[src/rtl/calc_sequencer_pkg.sv]
// Shared definitions for the calc_sequencer job front-end: state encoding and
// default sizing constants.
package calc_sequencer_pkg;

  typedef enum logic [2:0] {
    IDLE  = 3'd0,
    START = 3'd1,
    WAIT  = 3'd2,
    ERR   = 3'd3
  } seq_state_e;

  localparam int unsigned DW_DEFAULT      = 8;
  localparam int unsigned TIMEOUT_DEFAULT = 32;
  localparam int unsigned CW_DEFAULT      = 8;

endpackage

[src/rtl/calc_sequencer.sv]
// Job front-end for controle: takes an operand, pulses inicio, waits for done
// with a timeout, and holds the result behind a valid/ready output register.
module calc_sequencer
  import calc_sequencer_pkg::*;
#(
  parameter int unsigned DW      = DW_DEFAULT,
  parameter int unsigned TIMEOUT = TIMEOUT_DEFAULT,
  parameter int unsigned CW      = CW_DEFAULT
) (
  input  logic          ck,
  input  logic          rst,
  input  logic          in_valid,
  input  logic [DW-1:0] in_data,
  output logic          in_ready,
  output logic [DW-1:0] x_op,
  output logic          inicio,
  input  logic          done_i,
  input  logic [DW-1:0] res_in,
  output logic          out_valid,
  output logic [DW-1:0] out_data,
  input  logic          out_ready,
  output logic          busy,
  output logic          err_timeout,
  output logic [CW-1:0] job_count
);

  // Timer only needs to reach TIMEOUT-1; it leaves WAIT before overflowing.
  localparam int unsigned TW = $clog2(TIMEOUT);
  localparam logic [TW-1:0] TimerLast = TW'(TIMEOUT - 1);

  seq_state_e    state_q, state_d;
  logic [TW-1:0] timer_q, timer_d;
  logic [DW-1:0] x_op_q, x_op_d;
  logic          inicio_q, inicio_d;
  logic          out_valid_q, out_valid_d;
  logic [DW-1:0] out_data_q, out_data_d;
  logic          err_q, err_d;
  logic [CW-1:0] job_q, job_d;

  assign in_ready    = (state_q == IDLE) && (!out_valid_q || out_ready);
  assign busy        = (state_q == START) || (state_q == WAIT);
  assign x_op        = x_op_q;
  assign inicio      = inicio_q;
  assign out_valid   = out_valid_q;
  assign out_data    = out_data_q;
  assign err_timeout = err_q;
  assign job_count   = job_q;

  always_comb begin
    state_d     = state_q;
    timer_d     = timer_q;
    x_op_d      = x_op_q;
    inicio_d    = 1'b0;
    out_valid_d = out_valid_q;
    out_data_d  = out_data_q;
    err_d       = err_q;
    job_d       = job_q;

    if (out_valid_q && out_ready) begin
      out_valid_d = 1'b0;
    end

    unique case (state_q)
      IDLE: begin
        if (in_valid && in_ready) begin
          x_op_d   = in_data;
          inicio_d = 1'b1;
          state_d  = START;
        end
      end
      START: begin
        timer_d = '0;
        state_d = WAIT;
      end
      WAIT: begin
        timer_d = timer_q + 1'b1;
        // done beats a same-cycle timeout; capture overrides the handshake clear.
        if (done_i) begin
          out_data_d  = res_in;
          out_valid_d = 1'b1;
          job_d       = job_q + 1'b1;
          state_d     = IDLE;
        end else if (timer_q == TimerLast) begin
          err_d   = 1'b1;
          state_d = ERR;
        end
      end
      ERR: begin
        state_d = ERR;
      end
      default: begin
        state_d = IDLE;
      end
    endcase
  end

  always_ff @(posedge ck or negedge rst) begin
    if (!rst) begin
      state_q     <= IDLE;
      timer_q     <= '0;
      x_op_q      <= '0;
      inicio_q    <= 1'b0;
      out_valid_q <= 1'b0;
      out_data_q  <= '0;
      err_q       <= 1'b0;
      job_q       <= '0;
    end else begin
      state_q     <= state_d;
      timer_q     <= timer_d;
      x_op_q      <= x_op_d;
      inicio_q    <= inicio_d;
      out_valid_q <= out_valid_d;
      out_data_q  <= out_data_d;
      err_q       <= err_d;
      job_q       <= job_d;
    end
  end

endmodule
[config.mk]
export PLATFORM = sky130hd
export DESIGN_NAME = calc_sequencer
export DESIGN_NICKNAME = d
export VERILOG_FILES = /design/src/rtl/calc_sequencer_pkg.sv /design/src/rtl/calc_sequencer.sv
export SDC_FILE = /design/constraint.sdc
export NUM_CORES = 1
export LEC_CHECK = 0
export ABC_AREA = 1
export BUFFER_PORTS_ARGS = -buffer_cell sky130_fd_sc_hd__buf_4
export CAP_MARGIN = 0
export CORE_UTILIZATION = 45
export CTS_BUF_LIST = sky130_fd_sc_hd__clkbuf_8
export DETAILED_ROUTE_END_ITERATION = 12
export GPL_ROUTABILITY_DRIVEN = 1
export PLACE_DENSITY = 0.72
export SLEW_MARGIN = 20
export SYNTH_ARGS = -nofsm -noshare
export SYNTH_HDL_FRONTEND = slang
export SYNTH_SLANG_ARGS = --single-unit
[constraint.sdc]
create_clock -name ck -period 1.28 [get_ports ck]
set_input_delay 0.128 -clock ck [delete_from_list [all_inputs] [get_ports ck]]
set_output_delay 0.128 -clock ck [all_outputs]
set_load 0.01 [all_outputs]
== Word-level counts from Yosys, hierarchy flattened ==
Index checks and enable logic that the tools add are counted.
W data, S select, Z words.

* Register bits: 35
* Input port bits: 21
* Output and inout bits: 29
* Logic and storage cells: 39

* Add/sub/neg operators: 2
* Equality and inequality tests: 6
* Muxes and demuxes: 10
* Bitwise logic cells: 1
* Reductions and logical operators: 12

{| class="wikitable"
|+ Operators with widths
! kind !! number
|-
| $pmux W3 S4 || 1
|-
| $pmux W5 S2 || 1
|-
| $mux W3 || 3
|-
| $add A8 B1 Y8 const B || 1
|-
| $eq A3 B2 Y1 const B || 2
|-
| $reduce_and A2 Y1 || 3
|-
| $add A5 B1 Y5 const B || 1
|-
| $eq A5 B5 Y1 const B || 1
|-
| $mux W1 || 5
|-
| $eq A3 B1 Y1 const B || 1
|-
| $logic_and A1 B1 Y1 || 3
|-
| $logic_not A3 Y1 || 1
|-
| $ne A3 B2 Y1 const B || 1
|-
| $reduce_and A3 Y1 || 1
|-
| $logic_or A1 B1 Y1 || 2
|-
| $ne A2 B1 Y1 const B || 1
|-
| $reduce_bool A2 Y1 || 1
|-
| $logic_not A1 Y1 || 1
|-
| $not A1 Y1 || 1
|}

== Longest topological paths before layout ==
* Depth after elaboration: 6
* Mapped depth: 9
* Mapped depth without buffers: 9

== Worst setup path before layout ==
Ideal clock, no wire load.

* Path kind: register -> register
* Start: register state_q[0]
* End: register timer_q[2]
* Setup time: 0.063 ns
* Data arrival time: 1.318 ns
* Required time: 1.217 ns
* Path slack: -0.102 ns
* Stages on the path, launching flop included: 7
* Buffers on the path: 0
* Period minus slack after synthesis: 1.382 ns
* Cell sequence: dfrtp_1 inv_1 ha_1 inv_1 a21oi_1 or2_2 inv_1

* Word-level cells in the longest chain between the ends: 2
* Elaborated cells on any way between the ends: 4
* Those cells by class: eq/ne (2); mux (1); reduce/logical (1)

{| class="wikitable"
|+ RTL lines
! element !! line !! text
|-
| start, declared || calc_sequencer.sv:31 || <nowiki>seq_state_e state_q, state_d;</nowiki>
|-
| start signal, assigned || calc_sequencer.sv:108 || <nowiki>state_q <= state_d;</nowiki>
|-
| $eq A3 B2 Y1 / $eq A3 B1 Y1 (equally long branches) || calc_sequencer.sv:63 || <nowiki>unique case (state_q)</nowiki>
|-
| $pmux W5 S2 / $reduce_bool A2 Y1 (equally long branches) || n/a ||
|-
| end signal, assigned || calc_sequencer.sv:109 || <nowiki>timer_q <= timer_d;</nowiki>
|-
| end, declared || calc_sequencer.sv:32 || <nowiki>logic [TW-1:0] timer_q, timer_d;</nowiki>
|}

Several ways; a longest one is shown, not always the timed one.
A chain may end at the register's enable or synchronous reset.

== Worst setup path in the final report ==
* Start: register state_q[0]
* End: output busy

* Word-level cells in the longest chain between the ends: 2
* Elaborated cells on any way between the ends: 3
* Those cells by class: eq/ne (2); reduce/logical (1)

{| class="wikitable"
|+ RTL lines
! element !! line !! text
|-
| $eq A3 B1 Y1 / $eq A3 B2 Y1 (equally long branches) || calc_sequencer.sv:41 || <nowiki>assign busy = (state_q == START) || (state_q == WAIT);</nowiki>
|-
| $logic_or A1 B1 Y1 * || calc_sequencer.sv:41 ||
|-
| end, declared || calc_sequencer.sv:22 || <nowiki>output logic busy,</nowiki>
|}

Mark *: on every way between the ends. The rest lies on a longest branch, timed or not.

==> summary.md <==
| Metric | Value |
|---|---|
| Placed inst area | just over 0.002 mm2 |
| Clk root buf | clkbuf_8 |
| Syn_nets | 203 |
| Total track usage | 20.19% |
| Fin nets | 281 |
| H-Tree Depth | 2 |
| Min-delay worst type | input pin to register |
| Netlist cell types | 22 |
| PwrDens | slightly above 800 mW/mm2 |
| Maxcap violations | 0 |
| First-pass GRT wire length | 5.416 mm |
| Worst Hold End | out_data[4] |
| Clock Power Share | 39.1% |
| Vias in the first global route | 1324 |
| # rows | 20 |
| Post-Synthesis Cells | 174 |
| Worst-case vdd ir drop | 618.3 uV |
| Area delta synth->final | 51.39% |
| Antenna cells | 0 |
| Slew headroom | 71.83% |
| Crit-path slowest cell | dfrtp_1 |
| Final setup margin | -0.08396 ns |
| Fin crit share | 106.6% |
| Clock Sinks | 34 |
| Most common cell after layout, fill and taps aside | nand2_1 |
| Hold depth | 3 |
| Worst reg2reg path endpoint | state_q[1] |
| DRT met1 WL | 1.483 mm |
| Setup-failing EPs final | 10 |
| Status | finished with violations |
| Pin count of the biggest net entering global routing | 35 |
| DIE HEIGHT | 60.39 um |
| Grt ovf | 0 |
| Clock skew | 0.005476 ns |
| Vias per inst | 4.661 |
| Drt wl/cell | 11.79 um |
| Least-Margin Pin Slew | between 0.4 and 0.5 ns |
| Buffers on Ports | 49 |
| Final Hold Fails | 0 |
| Sum Neg Setup Slack | -0.4543 ns |
| Share of layout cells above drive strength 1 | 40.24% |
| Most frequent cells in the layout | nand2_1 (70), buf_4 (64), dfrtp_1 (34) |
| NetSw | 0.3566 mW |
| Fillcell total | 239 |
| Synth top area cells | dfrtp_1 (55%), nand2_1 (18%), ha_1 (6.5%) |
| Static leakage | 1.296 nW |
| Non-Filler Cell Area, Final | 0.002322 mm2 |
| Critical Path Most Common Cell | buf_6 |
| Clk buf depth | 2 |
| Yosys top cell by area | dfrtp_1 |
| Reg clk slew, reported paths | 0.06 ns |
| Fmax | around 730 MHz |
| Die ar. | 0.003646 mm2 |
| Die W | 60.39 um |
| Placed Cells incl. Taps | 281 |
| Final Non-Filler Cells | 295 |
| Post-DP HPWL | 2.445 mm |
| Reg power frac | 57.0% |
| Register-to-register setup slack | -0.08 ns |
| Crit path time final | 1.364 ns |
| PnR Total Power | ~1.9 mW |
| Internal Power | about 1.5 mW |
| RSZ-0062 raised after global routing | true |
| Syn avg cell area | 8.816 um2 |
| Routed Antenna Nets | 0 |
| Slew Limit Fails | 0 |
| Critical path class | register to primary output |
| Startpoint Class | register |
| Global placer's final weighted congestion | 0.8351 |
| Gate power share | 3.9% |
| CP peak stage delay | 0.39 ns |
| Seq/Total Area, Yosys | 55.46% |
| CP Cell Sequence | inv_2 -> ha_4 -> buf_6 -> buf_6 |
| Core ar. | 0.003153 mm2 |
| I/O Pins | 50 |
| CTS tree | yes |
| Synth Register Bits | 34 |
| Via count | roughly 1400 |
| First-pass iteration count of the detailed router | 4 |
| Yosys top cell area share | 55.46% |
| Hold path startpoint | res_in[4] |
| Worst Path Arrival | around 1.2 ns |
| Max layer used | met4 |
| Failing checks | setup timing |
| Num CTS Buffers | 5 |
| Final WL | around 3.5 mm |
| Initial antenna violation count | 0 |
| Area of the mapped netlist | 0.001534 mm2 |
| Switch share | 18.91% |
| Routed wl met3 | roughly 190 um |
| Initial cell density of the core | 48.65% |
| Reg2reg start | timer_q[0] |
| DR iter-0 viols | 38 |
| Worst Setup End Kind | primary output |
| CP required | 1.15 ns |
| Worst Reg-to-Reg Cells | 9 |
| Remaining DRCs | 0 |
| Crit-path max FO | 3 |
| DR WL met2 | ~1.8 mm |
| Synth warnings | 0 |
| Worst-Skew Late Latency | 0.27 ns |
## state kept, by name, summed over array words and instances (netlist names)
register / flops
job_count: 8
out_valid: 1
out_data: 8
err_timeout: 1
inicio: 1
timer_q: 5
state_q: 2
x_op: 8
## power by group through the flow
stage	registers (mW)	clock network, mW	logic, mW
floorplan	1.09	0	0.00152
global placement	1.09	0	0.0690
detailed placement	1.09	0	0.0700
CTS	1.07	0.760	0.0735
global route	1.07	0.804	0.0804
finish	1.07	0.738	0.0734
## critical path, delay by kind of cell, from the launching register on
family                   cells  cell delay (ns)
adder cells (fa/ha/maj)      1             0.23
buffers and inverters        3             0.35
flip-flops                   1             0.39
## Yosys cell counts
library cell   n
o21ai_0        2
ha_1           8
nand2_2        2
nand2_1       73
nand3_1        7
nor2_4         1
inv_1         15
dfrtp_1       34
buf_2          1
or2_2          1
and2_1         1
o21bai_1       1
xnor2_1        1
clkinv_1       1
inv_2          1
nor2_1         9
nor2_2         2
nand3_2        1
xor2_1         4
nand4_1        4
a31oi_1        1
a21oi_1        4
## layout make-up
class | instances | area [um2] | share of cell area, %
well taps | 44 | 55.05 | 2.371
flip-flops and latches | 34 | 850.8 | 36.64
inverters | 17 | 72.57 | 3.125
repair buffers | 72 | 569.3 | 24.52
multi-input cells | 122 | 691.9 | 29.80
clock buffers | 6 | 82.58 | 3.556
## worst max path at each step
stage,depth (start not counted),end,startpoint,slack (ns)
floorplan,5,timer_q[2],state_q[1],-0.04
global placement,6,job_count[5],state_q[0],-0.05
detailed placement,5,timer_q[2],state_q[1],-0.09
CTS,4,busy,state_q[0],-0.04
global route,8,job_count[6],state_q[0],-0.15
finish,4,busy,state_q[0],-0.08
## metrics by stage
stage | util, % | setup WS, ns | hold WS (ns)
floorplan | - | -0.04004 | -0.1676
global placement | 65.56 | -0.04503 | 0.09185
detailed placement | 65.56 | -0.09400 | 0.09872
CTS | 71.07 | -0.04495 | 0.05120
global route | 73.65 | -0.1471 | 0.05599
finish | 73.65 | -0.08396 | 0.05297
## routing by layer
metal	track usage (%)	up-vias
li1	-	696
met1	23.43	625
met2	35.64	50
met3	4.264	4
met4	9.302	0
met5	0	-
## cells by family (layout without fill, tap and decap cells)
group                    count (synthesis)  count (layout)  synth area share [%]
AND/OR/NAND/NOR                        101             101                 27.81
XOR/XNOR                                 5               5                 2.855
AO/OA/AOI/OAI                            8               8                 2.855
adder cells (fa/ha/maj)                  8               8                 6.526
flip-flops                              34              34                 55.47
buffers and inverters                   18              95                 4.485
## repair_timing
action | 4_1_cts | 5_1_grt
setup endpoints to repair | 20 | 30
pin swaps | 2 | 9
hold buffers | 1 | 0
resized for setup | 17 | 15
endpoints found under the hold margin | 34 | 0
setup buffers | 4 | 3
(Power assumes the default switching activity.)
